## config.mk

```make
export PLATFORM = sky130hd
export DESIGN_NAME = linreg_sequencer
export DESIGN_NICKNAME = d
export VERILOG_FILES = /design/src/rtl/linreg_pkg.sv /design/src/rtl/linreg_settle_timer.sv /design/src/rtl/linreg_sequencer.sv
export SDC_FILE = /design/constraint.sdc
export NUM_CORES = 1
export LEC_CHECK = 0
export BUFFER_PORTS_ARGS = -buffer_cell sky130_fd_sc_hd__clkbuf_2
export CAP_MARGIN = 20
export CORE_MARGIN = 1
export CORE_UTILIZATION = 40
export CTS_CLUSTER_DIAMETER = 100
export CTS_CLUSTER_SIZE = 10
export DETAILED_ROUTE_END_ITERATION = 12
export SETUP_SLACK_MARGIN = 0.4
export SLEW_MARGIN = 5
export SYNTH_ARGS = -nofsm -noshare
export SYNTH_HDL_FRONTEND = slang
export SYNTH_SLANG_ARGS = --single-unit
```

## constraint.sdc

```tcl
create_clock -name clk -period 2.9 [get_ports clk]
set_input_delay 0.29 -clock clk [delete_from_list [all_inputs] [get_ports clk]]
set_output_delay 0.29 -clock clk [all_outputs]
set_load 0.01 [all_outputs]
```

## src/rtl/linreg_pkg.sv

```systemverilog
// rtl/linreg_pkg.sv - shared state encoding and default sizing for the regression blocks
package linreg_pkg;

    localparam int LR_NUM_SAMPLES   = 150;
    localparam int LR_COUNT_W       = 9;
    localparam int LR_SETTLE_CYCLES = 4;

    typedef enum logic [2:0] {
        IDLE,
        INIT,
        FETCH,
        ACCUM,
        SETTLE,
        DONE
    } seq_state_t;

endpackage

```

## src/rtl/linreg_settle_timer.sv

```systemverilog
// rtl/linreg_settle_timer.sv - loadable 4-bit down-counter with zero flag
module linreg_settle_timer (
    input  logic       clk,
    input  logic       rst,
    input  logic       i_load,
    input  logic [3:0] i_load_val,
    output logic       o_zero
);

    logic [3:0] r_cnt;

    // Parks at zero so the flag stays asserted until the next load.
    always_ff @(posedge clk or posedge rst) begin
        if (rst) begin
            r_cnt <= 4'd0;
        end else if (i_load) begin
            r_cnt <= i_load_val;
        end else if (r_cnt != 4'd0) begin
            r_cnt <= r_cnt - 4'd1;
        end
    end

    assign o_zero = (r_cnt == 4'd0);

endmodule

```

## src/rtl/linreg_sequencer.sv

```systemverilog
// rtl/linreg_sequencer.sv - control FSM fetching samples and strobing the regression accumulators
module linreg_sequencer
    import linreg_pkg::*;
#(
    parameter int NUM_SAMPLES   = LR_NUM_SAMPLES,
    parameter int COUNT_W       = LR_COUNT_W,
    parameter int SETTLE_CYCLES = LR_SETTLE_CYCLES
) (
    input  logic               clk,
    input  logic               rst,
    input  logic               i_start,
    input  logic               i_abort,
    input  logic               i_in_valid,
    output logic               o_in_ready,
    output logic               o_ldx,
    output logic               o_ldy,
    output logic               o_initsumx,
    output logic               o_initsumy,
    output logic               o_initsumxx,
    output logic               o_initsumxy,
    output logic               o_ldsumx,
    output logic               o_ldsumy,
    output logic               o_ldsumxx,
    output logic               o_ldsumxy,
    output logic [COUNT_W-1:0] o_count,
    output logic               o_busy,
    output logic               o_done,
    output logic               o_results_valid
);

    localparam logic [COUNT_W-1:0] LAST_IDX   = COUNT_W'(NUM_SAMPLES - 1);
    localparam logic [3:0]         SETTLE_TOP = 4'(SETTLE_CYCLES - 1);

    seq_state_t         r_state;
    seq_state_t         w_next;
    logic [COUNT_W-1:0] r_count;
    logic               r_results_valid;
    logic               w_last;
    logic               w_settle_load;
    logic               w_settle_zero;
    logic               w_init;
    logic               w_accum;

    assign w_last        = (r_count == LAST_IDX);
    assign w_settle_load = (r_state == ACCUM) && w_last;

    linreg_settle_timer u_settle (
        .clk        (clk),
        .rst        (rst),
        .i_load     (w_settle_load),
        .i_load_val (SETTLE_TOP),
        .o_zero     (w_settle_zero)
    );

    always_ff @(posedge clk or posedge rst) begin
        if (rst) begin
            r_state <= IDLE;
        end else begin
            r_state <= w_next;
        end
    end

    always_comb begin
        w_next     = r_state;
        o_in_ready = 1'b0;
        w_init     = 1'b0;
        w_accum    = 1'b0;
        o_done     = 1'b0;
        o_busy     = 1'b1;
        case (r_state)
            IDLE: begin
                o_busy = 1'b0;
                if (i_start) w_next = INIT;
            end
            INIT: begin
                w_init = 1'b1;
                w_next = FETCH;
            end
            FETCH: begin
                o_in_ready = 1'b1;
                if (i_in_valid) w_next = ACCUM;
            end
            ACCUM: begin
                w_accum = 1'b1;
                w_next  = w_last ? SETTLE : FETCH;
            end
            SETTLE: begin
                if (w_settle_zero) w_next = DONE;
            end
            DONE: begin
                o_done = 1'b1;
                w_next = IDLE;
            end
            default: w_next = IDLE;
        endcase
        if (i_abort) w_next = IDLE;
    end

    // Count is left alone by abort so it reports how many samples reached the sums.
    always_ff @(posedge clk or posedge rst) begin
        if (rst) begin
            r_count         <= '0;
            r_results_valid <= 1'b0;
        end else begin
            if (r_state == INIT) begin
                r_count <= '0;
            end else if (r_state == ACCUM) begin
                r_count <= r_count + 1'b1;
            end
            if (i_abort || (r_state == IDLE && i_start)) begin
                r_results_valid <= 1'b0;
            end else if (r_state == DONE) begin
                r_results_valid <= 1'b1;
            end
        end
    end

    assign o_ldx           = o_in_ready & i_in_valid;
    assign o_ldy           = o_in_ready & i_in_valid;
    assign o_initsumx      = w_init;
    assign o_initsumy      = w_init;
    assign o_initsumxx     = w_init;
    assign o_initsumxy     = w_init;
    assign o_ldsumx        = w_accum;
    assign o_ldsumy        = w_accum;
    assign o_ldsumxx       = w_accum;
    assign o_ldsumxy       = w_accum;
    assign o_count         = r_count;
    assign o_results_valid = r_results_valid;

endmodule
```

After elaboration in Yosys (flattened, before gate mapping)
Index checks and enable logic that the tools add are counted.

operators by class
  add/sub/neg operators = 2
  eq/ne operators = 9
  muxes and demuxes = 17
  bitwise gates (word level) = 1
  reduce and logical (&&, ||, !) cells = 10

operator list
  cell                   count
  $mux W9                2
  $mux W3                5
  $pmux W3 S5            1
  $add A9 B1 Y9 const B  1
  $eq A9 B8 Y1 const B   1
  $mux W4                2
  $mux W1                7
  $eq A3 B2 Y1 const B   2
  $eq A3 B3 Y1 const B   2
  $ne A3 B3 Y1 const B   2
  $reduce_bool A2 Y1     3
  $logic_not A4 Y1       1
  $reduce_bool A4 Y1     1
  $sub A4 B1 Y4 const B  1
  $eq A3 B1 Y1 const B   1
  $logic_not A3 Y1       1
  $ne A3 B2 Y1 const B   1
  $reduce_and A3 Y1      1
  $logic_and A1 B1 Y1    2
  $and A1 B1 Y1          1
  $logic_or A1 B1 Y1     1

word-level totals
  flip-flop bits (word level) = 17
  bits of input ports = 5
  output and inout bits = 23
  logic and storage cells = 43

Logic depth before layout (Yosys ltp)
Gate-level depths: netlist of run 1.

  depth in word-level cells = 4
  depth in mapped cells = 5
  depth with buffers taken out = 5

By module
From an unflattened synthesis of run 1, not the netlist that was laid out.

second synthesis, totals
  cell total of the unflattened synthesis = 114
  area total of the unflattened synthesis = 1084.8 um2

modules (own cells, without submodules)
  module               times used  cells an instance  area an instance (um2)  sequential area each (um2)
  linreg_sequencer     1           91                 848.3                   325.3
  linreg_settle_timer  1           23                 236.5                   100.1

Worst setup path after synthesis of run 1
OpenSTA, ideal clock, no wires.

  path kind = register -> output
  start = register r_state[1]
  end = output o_ldy
  data arrival time = 1249 ps
  required time = 2610 ps
  slack = 1361 ps
  stages on the path, launching flop included = 5
  path buffers = 1
  path through = dfrtp_1 inv_2 nor3_1 and2_1 buf_4

between the ends
  longest elaborated chain between the ends = 3

RTL lines
  element                   RTL line                RTL
  start: declaration        linreg_sequencer.sv:34  seq_state_t r_state;
  start signal: assignment  linreg_sequencer.sv:59  r_state <= w_next;
  $eq A3 B2 Y1              linreg_sequencer.sv:70  case (r_state)
  $mux W1                   linreg_sequencer.sv:70
  named net o_in_ready      linreg_sequencer.sv:14  output logic o_in_ready,
  $and A1 B1 Y1             n/a
  end: declaration          linreg_sequencer.sv:16  output logic o_ldy,

The timed path passes the listed nets, and every way through them passes these cells.

Final worst setup path of run 1
  start = register r_state[1]
  end = output o_ldx

between the ends
  longest elaborated chain between the ends = 3

RTL lines
  element           RTL line                 RTL
  $eq A3 B2 Y1      linreg_sequencer.sv:70
  $mux W1           linreg_sequencer.sv:70
  $and A1 B1 Y1     linreg_sequencer.sv:118  assign o_ldx = o_in_ready & i_in_valid;
  end: declaration  linreg_sequencer.sv:15   output logic o_ldx,

Every way passes these cells.

==> results of run 1 <==
per-stage QoR:
stage / std cells / worst slack, ps / util (%)
CTS: 159 / 909 / 46.7
global route: 159 / 758 / 46.7
finish: 159 / 915 / 46.7
detailed placement: 155 / 1250 / 45.7
global placement: 155 / 1240 / 45.7
floorplan: 109 / 1360 / -
worst max-delay path, stage by stage (launching register included):
cell      delay, ps
dfrtp_1         700
inv_2           140
nor3_1          260
and2_1          180
clkbuf_2        130
layout by cell type (no fill, tap or decap), drive strengths merged, types with 3 or more instances in the layout:
master,Yosys,final
a21oi,4,4
clkbuf,1,31
dfrtp,17,17
ha,3,3
inv,7,7
nand2,11,11
nand3,7,7
nand3b,3,3
nor3,8,8
o211ai,3,3
o21ai,5,5
or3,3,3
or4,4,4
xnor2,3,3
layer usage:
metal	global-route usage [%]	vias to the layer above	wire length [um]
li1	-	423	-
met5	0	-	0
met4	6.58	0	12
met1	21.5	414	1010
met2	26.6	21	936
met3	2.61	2	67
power by group through the flow:
stage / Combinational, mW / Sequential [mW] / Clock (mW)
5_1_grt: 0.0626 / 0.260 / 0.143
3_5_place_dp: 0.0551 / 0.263 / 0
4_1_cts: 0.0555 / 0.258 / 0.134
6_report: 0.0544 / 0.258 / 0.129
2_1_floorplan: 0.0479 / 0.256 / 0
3_3_place_gp: 0.0544 / 0.263 / 0
final timing paths:
path,endpoint,start,cells after the start
setup / recovery,o_ldx,r_state[1]$_DFFE_PP0P_,4
hold / removal,u_settle.r_cnt[3]$_DFFE_PP0P_,rst,2
setup reg to reg,o_count[8]$_DFFE_PP0P_,r_state[2]$_DFFE_PP0P_,3
hold reg to reg,o_count[8]$_DFFE_PP0P_,o_count[8]$_DFFE_PP0P_,2
max in group asynchronous,o_count[5]$_DFFE_PP0P_,rst,2
min in group clk,r_state[2]$_DFFE_PP0P_,i_abort,2
cell families (layout without fill, tap and decap cells):
| family | Yosys count | after routing | share of synthesized area [%] |
|---|---|---|---|
| AND/OR/NAND/NOR | 50 | 50 | 29.9 |
| XOR/XNOR | 3 | 3 | 2.56 |
| flip-flops | 17 | 17 | 41.4 |
| AO/OA/AOI/OAI | 15 | 15 | 9.12 |
| multiplexers | 3 | 3 | 3.04 |
| adder cells (fa/ha/maj) | 3 | 3 | 3.65 |
| buffers and inverters | 18 | 38 | 10.3 |
sequential cells by signal (all words and copies together), names as in the netlist:
signal           flops
o_count              9
u_settle.r_cnt       4
r_state              3
o_results_valid      1
layout make-up:
class | instances | area [sq um] | share of cell area, %
sequential | 17 | 425 | 37.1
timing repair buffer | 27 | 135 | 11.8
multi-input combinational | 74 | 497 | 43.3
inverter | 7 | 26.3 | 2.29
clock buffer | 4 | 26.3 | 2.29
tap | 30 | 37.5 | 3.27
==> impl_results.md, run 1 <==
* R2R setup slack at between 1000 and 1500 ps
* Die X at around 53 um
* Clk sinks at 17
* Setup TNS at 0 ps
* Initial Util at between 40% and 50%
* Sequential power share at around three fifths
* Rows at 18
* FILL cells at 247
* Post-detailed-route DRC marker count at 0
* Hold Slack at between 60 and 70 ps
* Final hold vios at 0
* Clock share of power at a little under 30%
* Vias per inst at around 5.4
* Max transition margin at around 54%
* Pre-antenna DRT Iters at 4
* Top cells by count, synth: dfrtp_1 (17), nand2_1 (11), buf_4 (8), nor3_1 (8)
* Ratio of cells with drive above 1 in the final layout at between 20% and 30%
* Mapped Area at approximately 1000 sq um
* Final net count at ~140
* Outcome: completed
* Final setup vio count at 0
* Least-Margin Pin Slew at slightly below 700 ps
* # diodes at 0
* Top-level port count at 28
* Yosys Warn Count at 0
* Synthesized flop and latch total at 17
* Hold_buf cts at 0
* H-tree depth at 1
* Max-cap violation count at 0
* Die area at 2780 sq um
* Tmin final at about 2000 ps
* Worst-case clock buffer depth at 2
* Inserted Clock Buffers at 3
* Startpoint types: register
* Peak supply drop at between 200 and 300 uV
* Post-CTS Setup Inserts at 0
* Crit path DAT at ~1700 ps
* Initial antenna violation count at 0
* Layout Skew at between 2 and 3 ps
* Combinational share of power at around an eighth
* Placed Area at about 1100 sq um
* Final worst-path cycle share at between 60% and 70%
* Root buf cell: clkbuf_4
* Number of global-route vias before repair at 771
* Routed wire per std cell at between 10 and 15 um
* Syn Inst Count at around 110
* Top FF cell, synth: dfrtp_1
* IO Port Bufs at 27
* Core area at around 2500 sq um
* HPWL after DPL at 1470 um
* RSZ-0062 raised after global routing: no
* CP Data Required Time at 2610 ps
* Power Total at around 440 uW
* Worst-path clk slew at about 100 ps
* Largest cells by area after synthesis: dfrtp_1 (41%), buf_4 (5.8%), nand2_1 (4.0%)
* Vert. Die Dim at between 50 and 60 um
* Overall routed net length at just over 2000 um
* Sw Pwr at 125 uW
* CTS tree: done
* First-pass GRT wire length at 3320 um
* Power per Cell Area at 385 nW/um^2
* Leak pwr at roughly 0.57 nW
* Total grt overflow at 0
* Post-CTS resize count at 0
* Area leader, netlist: dfrtp_1
* Top-area cell type share of the netlist area at about two fifths
* Int Power at between 300 and 400 uW
* Synthesized Nets at between 100 and 150
* Sequential area share after synthesis at 41.4%
* Crit Path Max Fanout at 15
* Via Count at 860
* Area Overhead vs Synth at 11.6%
* DRT antenna net count at 0
* Most common cell in the netlist: dfrtp_1
* Post-synth EDFFs at 0
* CP Capture Type: output port
* Hold WC Path Type: in -> async
* DRC marker count from the first detailed-route iteration at 12
* Cell area after layout at between 1000 and 1500 sq um
* Final Slew Violations at 0
* Async set-or-reset flop fraction in the synthesized netlist at 100%
* Sw frac at 28.3%
* Crit Path Class: reg -> out
* RePlAce Congestion at between 0.7 and 0.8
* Peak Freq at just over 500 MHz
* Tot GR Track Use at 16.4%
* Clock latency on the worst-skew pair at just under 300 ps
* Mean post-synth cell area at between 9 and 10 sq um
* Pin count of the biggest net entering global routing at 18
* Synth unique cells at 36
Note: power is estimated with default switching activity, not from simulation.
==> run 2, diff against run 1 <==
Clock period 2.9 ns to 1.9 ns, I/O delays scaled along.
==> impl_results.md, run 2 (synthesized netlist as in run 1, its figures left out) <==
* Outcome: completed
* Peak supply drop at 357 uV (+37%)
* Die area at 2780 sq um (unchanged)
* DRC marker count from the first detailed-route iteration at 12 (unchanged)
* Crit Path Class: reg -> reg
* Detail Route met3 WL at 83 um (+24%)
* Final Slew Violations at 0 (unchanged)
* Crit path DAT at 1680 ps (-20 ps)
* Routed wire per std cell at 13.2 um (+3.6%)
* Most frequent cells in the layout: clkbuf_2 (27), buf_4 (13), dfrtp_1 (12)
* Area of the multi-input gates at 541 sq um (+8.8%)
* Reg-to-Reg Start: o_count[1]$_DFFE_PP0P_
* Tmin final at about 1500 ps
* Peak Freq at between 600 and 700 MHz
* Final net count at 153 (+11%)
* # diodes at 0 (unchanged)
* First-pass GRT wire length at 3450 um (+4.0%)
* Total grt overflow at 0 (unchanged)
* Max layer used: met4
* Initial antenna violation count at 0 (unchanged)
* Final hold vios at 0 (unchanged)
* Inserted Clock Buffers at 3 (unchanged)
* Max reg flops at 9 (unchanged)
* Clk sinks at 17 (unchanged)
* Core area at 2450 sq um (unchanged)
* RePlAce Congestion at 0.711 (-4.0%)
* Worst-path clk slew at 110 ps (about the same)
* Source of the worst hold timing path: i_abort
* HPWL after DPL at 1500 um (+1.8%)
* Max transition margin at 55.2% (+1.3 points)
* Area Overhead vs Synth at 28.0%
* Tot GR Track Use at 17.4% (+0.95 points)
* Final worst-path cycle share at between 70 and 80%
* Register area at 432 sq um (+1.5%)
* Worst-case clock buffer depth at 2 (unchanged)
* DRT antenna net count at 0 (unchanged)
* Met1 wire length at 1120 um (+11%)
* Initial Util at 41.9% (unchanged)
* Pin count of the biggest net entering global routing at 18 (unchanged)
* Startpoint types: register
* CP Data Required Time at 2110 ps (-500 ps)
* Top-level port count at 28 (unchanged)
* Clock latency on the worst-skew pair at 290 ps (about the same)
* Hold WC Path Type: in -> reg
* Final setup vio count at 0 (unchanged)
* CTS tree: done
* Number of global-route vias before repair at 799 (+3.6%)
* Max-cap violation count at 0 (unchanged)
* Power per Cell Area at 546 nW/um^2 (+42%)
* Die X at 52.7 um (unchanged)
* Vias per inst at 5.30 (-1.9%)
* Ratio of cells with drive above 1 in the final layout at 42.4% (+14 points)
* Post-detailed-route DRC marker count at 0 (unchanged)
* FILL cells at 244 (-1.2%)
* Layout Skew at 12.8 ps (+10.1 ps)
* Root buf cell: clkbuf_4
* Setup TNS at 0 ps (unchanged)
* Overall routed net length at 2290 um (+13%)
* Pre-antenna DRT Iters at 4 (unchanged)
* Crit Path Max Fanout at 6 (-9)
* Leak pwr at 0.650 nW (+13%)
* IO Port Bufs at 27 (unchanged)
* Via Count at 923 (+7.3%)
* Hold Slack at 97.2 ps (+27.4 ps)
* Commonest non-fill, non-tap cell in the layout: clkbuf_2
* CP Capture Type: register
* Routed wl met2 at 1080 um (+15%)
* Least-Margin Pin Slew at 671 ps (-19.4 ps)
* Critical Path Start: o_count[1]$_DFFE_PP0P_
* Rows at 18 (unchanged)
* RSZ-0062 raised after global routing: yes
* Vert. Die Dim at 52.7 um (unchanged)
* H-tree depth at 1 (unchanged)
## run 2: worst max-delay path, cell delays in order, from the launching register on
cell,delay (ps)
dfrtp_2,470
inv_1,70
ha_1,130
nand4bb_1,170
or3_4,420
a21oi_1,120
## run 2: final cells by class
class                           instances  area share (%)
Clock buffer                            4            2.00
Inverter                                7            2.00
Multi-Input combinational cell         74            41.1
Sequential cell                        17            32.8
Tap cell                               30            2.85
Timing Repair Buffer                   42            19.3
## run 2: routing by layer
metal | vias to the layer above | GRT usage (%)
li1 | 459 | -
met1 | 439 | 21.5
met4 | 0 | 8.33
met3 | 2 | 2.90
met2 | 23 | 28.9
met5 | - | 0
## run 2: path summary, 6_finish.rpt
check | to | slack [ps] | depth (start not counted)
worst max register to register | r_state[2]$_DFFE_PP0P_ | 430 | 5
worst min-delay path | r_state[0]$_DFFE_PP0P_ | 100 | 2
min in group asynchronous | r_state[1]$_DFFE_PP0P_ | 510 | 3
max in group asynchronous | r_state[2]$_DFFE_PP0P_ | 910 | 3
worst min register to register | o_count[8]$_DFFE_PP0P_ | 580 | 2
worst max-delay path | r_state[2]$_DFFE_PP0P_ | 430 | 5
## run 2: what timing repair did
action                                  4_1_cts  5_1_grt
gates resized for setup                       7        9
endpoints found under the setup margin       17       15
pin swaps                                     0        2
hold buffers                                  1        0
endpoints found under the hold margin        17        0
buffers inserted                              7        6
## run 2: power breakdown
part / leakage, nW / internal, mW / total [mW] / switching (mW)
logic: 0.407 / 0.0624 / 0.133 / 0.0703
clock network: 0.0150 / 0.0816 / 0.196 / 0.114
registers: 0.228 / 0.372 / 0.390 / 0.0186
## run 2: through the flow
stage | std cells | power (mW) | util [%] | setup WS, ps | cell area [sq um]
global route | 174 | 0.757 | 53.6 | 351 | 1320
global placement | 156 | 0.486 | 46.0 | 381 | 1130
detailed placement | 156 | 0.487 | 46.0 | 363 | 1130
CTS | 168 | 0.701 | 50.3 | 393 | 1230
finish | 174 | 0.719 | 53.6 | 427 | 1320
floorplan | 109 | 0.464 | - | 454 | 1030
==> run 3, diff against run 2 <==
Clock period 1.9 ns to 1.4 ns, I/O delays scaled along.
==> impl_results.md, run 3 (synthesized netlist as in run 1, its figures left out) <==
* Outcome: complete, but fails checks
* Failing checks: setup timing
* Root buf cell: clkbuf_4
* Pin count of the biggest net entering global routing at 18 (unchanged)
* R2R setup slack at -10 ps (-440 ps)
* CP Capture Type: output port
* Startpoint types: register
* Inserted Clock Buffers at 3 (unchanged)
* Dpl cells at 163 (+4.5%)
* Power per Cell Area at 602 nW/um^2 (+10%)
* Crit-path cells: buf_6 -> or3_1 -> clkbuf_2
* Met1 wire length at 1300 um (+16%)
* Final Non-Filler Cells at 202 (+16%)
* # diodes at 0 (unchanged)
* Final worst-path cycle share at 106%
* RSZ-0062 raised after global routing: yes
* Top-level port count at 28 (unchanged)
* Vert. Die Dim at 52.7 um (unchanged)
* WP buf/inv at 2 (+1)
* Tmin final at roughly 1500 ps
* Max transition margin at 81.8% (+27 points)
* Cell area after layout at 1910 sq um (+45%)
* Rows at 18 (unchanged)
* HPWL after DPL at 1590 um (+6.3%)
* Max-cap violation count at 0 (unchanged)
* Reg-to-Reg End: r_state[2]$_DFFE_PP0P_
* Crit Path Max Fanout at 5 (-1)
* CP Data Required Time at 1260 ps (-850 ps)
* Worst-case clock buffer depth at 2 (unchanged)
* Crit path DAT at 1340 ps (-340 ps)
* Initial Util at 41.9% (unchanged)
* Final hold vios at 0 (unchanged)
* Hold WC Path Type: in -> reg
* Final setup vio count at 9 (+9)
* CTS tree: done
* Number of global-route vias before repair at 1073 (+34%)
* Worst Setup EP: o_busy
* Placed Area at 1250 sq um (+11%)
* Reg-to-Reg Start: o_count[1]$_DFFE_PP0P_
* Routed wire per std cell at 16.2 um (+23%)
* Post-detailed-route DRC marker count at 0 (unchanged)
* FILL cells at 139 (-43%)
* Most frequent cells in the layout: buf_6 (31), buf_4 (23), dfrtp_2 (12)
* Routed wl met2 at 1770 um (+64%)
* Reg2Reg Depth at 5 (unchanged)
* Via Count at 1113 (+21%)
* CP max-delay cell: dfrtp_2
* Setup TNS at -372 ps (-372 ps)
* Final worst slack at -84.5 ps (-512 ps)
* Crit Path Class: reg -> out
* Commonest non-fill, non-tap cell in the layout: buf_6
* Peak Freq at just under 700 MHz
* Layout Skew at 7.41 ps (-5.37 ps)
* DRT antenna net count at 0 (unchanged)
* Vias per inst at 5.51 (+3.9%)
* Worst-path clk slew at 100 ps (about the same)
* Clock latency on the worst-skew pair at 310 ps (+20 ps)
* Hold Slack at 46.6 ps (-50.7 ps)
* Top delay family on crit path: flip-flops
* Die X at 52.7 um (unchanged)
* Max layer used: met4
* Critical Path Start: r_state[2]$_DFFE_PP0P_
* Area Overhead vs Synth at 85.8%
* Tot GR Track Use at 25.5% (+8.2 points)
* Final Slew Violations at 0 (unchanged)
* Least-Margin Pin Slew at 273 ps (-399 ps)
* Clk sinks at 17 (unchanged)
* Die area at 2780 sq um (unchanged)
* WP depth at 3 (-2)
* Core area at 2450 sq um (unchanged)
* First-pass GRT wire length at 4940 um (+43%)
* Critical Path Max Stage Delay at 460 ps (about the same)
* DRC marker count from the first detailed-route iteration at 14 (+2)
* Overall routed net length at 3260 um (+42%)
* Initial antenna violation count at 0 (unchanged)
* Max reg flops at 9 (unchanged)
* Leak pwr at 0.904 nW (+39%)
* IO Port Bufs at 27 (unchanged)
* RePlAce Congestion at 0.766 (+7.8%)
* Detail Route met3 WL at 125 um (+51%)
* Register area at 440 sq um (+2.0%)
* Peak supply drop at 666 uV (+87%)
* Final net count at 181 (+18%)
* Pre-antenna DRT Iters at 5 (+1)
* H-tree depth at 1 (unchanged)
* Ratio of cells with drive above 1 in the final layout at 69.8% (+27 points)
* Area of the multi-input gates at 703 sq um (+30%)
* Total grt overflow at 0 (unchanged)
==> run 3: what timing repair did <==
item	CTS	global route
hold buffers	1	0
endpoints found under the setup margin	39	40
pin swaps	13	11
endpoints found under the hold margin	17	0
gates cloned	1	0
buffers inserted	27	6
resized for setup	43	57
==> run 3: final cells by class <==
type	count	share of cell area [%]
sequential	17	23.1
timing repair buffer	70	35.3
tap	30	1.96
clock buffer	4	1.38
multi-input combinational	74	36.8
inverter	7	1.51
==> run 3: worst min path at each step <==
stage	from	to	slack (ps)	cells after the start
after floorplan	rst	o_count[4]$_DFFE_PP0P_	70	1
after global placement	rst	o_count[5]$_DFFE_PP0P_	140	3
after detailed placement	rst	o_count[5]$_DFFE_PP0P_	150	3
after CTS	i_abort	r_state[2]$_DFFE_PP0P_	30	2
after global routing	i_abort	r_state[2]$_DFFE_PP0P_	30	2
final	i_abort	r_state[2]$_DFFE_PP0P_	50	2
==> run 3: where the power goes <==
group          leakage, nW  switching, mW  total, mW  internal (mW)
Sequential           0.216         0.0215      0.526          0.505
Clock               0.0150          0.175      0.286          0.111
Combinational        0.673          0.150      0.338          0.189
Total                0.904          0.346       1.15          0.805
==> run 3: stage by stage <==
stage	worst slack, ps	power (mW)	utilization [%]
after detailed placement	2.33	0.689	51.0
after global routing	-130	1.21	77.8
after global placement	35.6	0.687	51.0
final	-84.5	1.15	77.8
after CTS	-66.8	1.08	68.6
after floorplan	51.6	0.657	-
==> run 3: routing by layer <==
| metal | global-route usage, % | vias up |
|---|---|---|
| li1 | - | 511 |
| met1 | 30.1 | 550 |
| met2 | 44.5 | 44 |
| met3 | 6.09 | 8 |
| met4 | 9.21 | 0 |
| met5 | 0 | - |
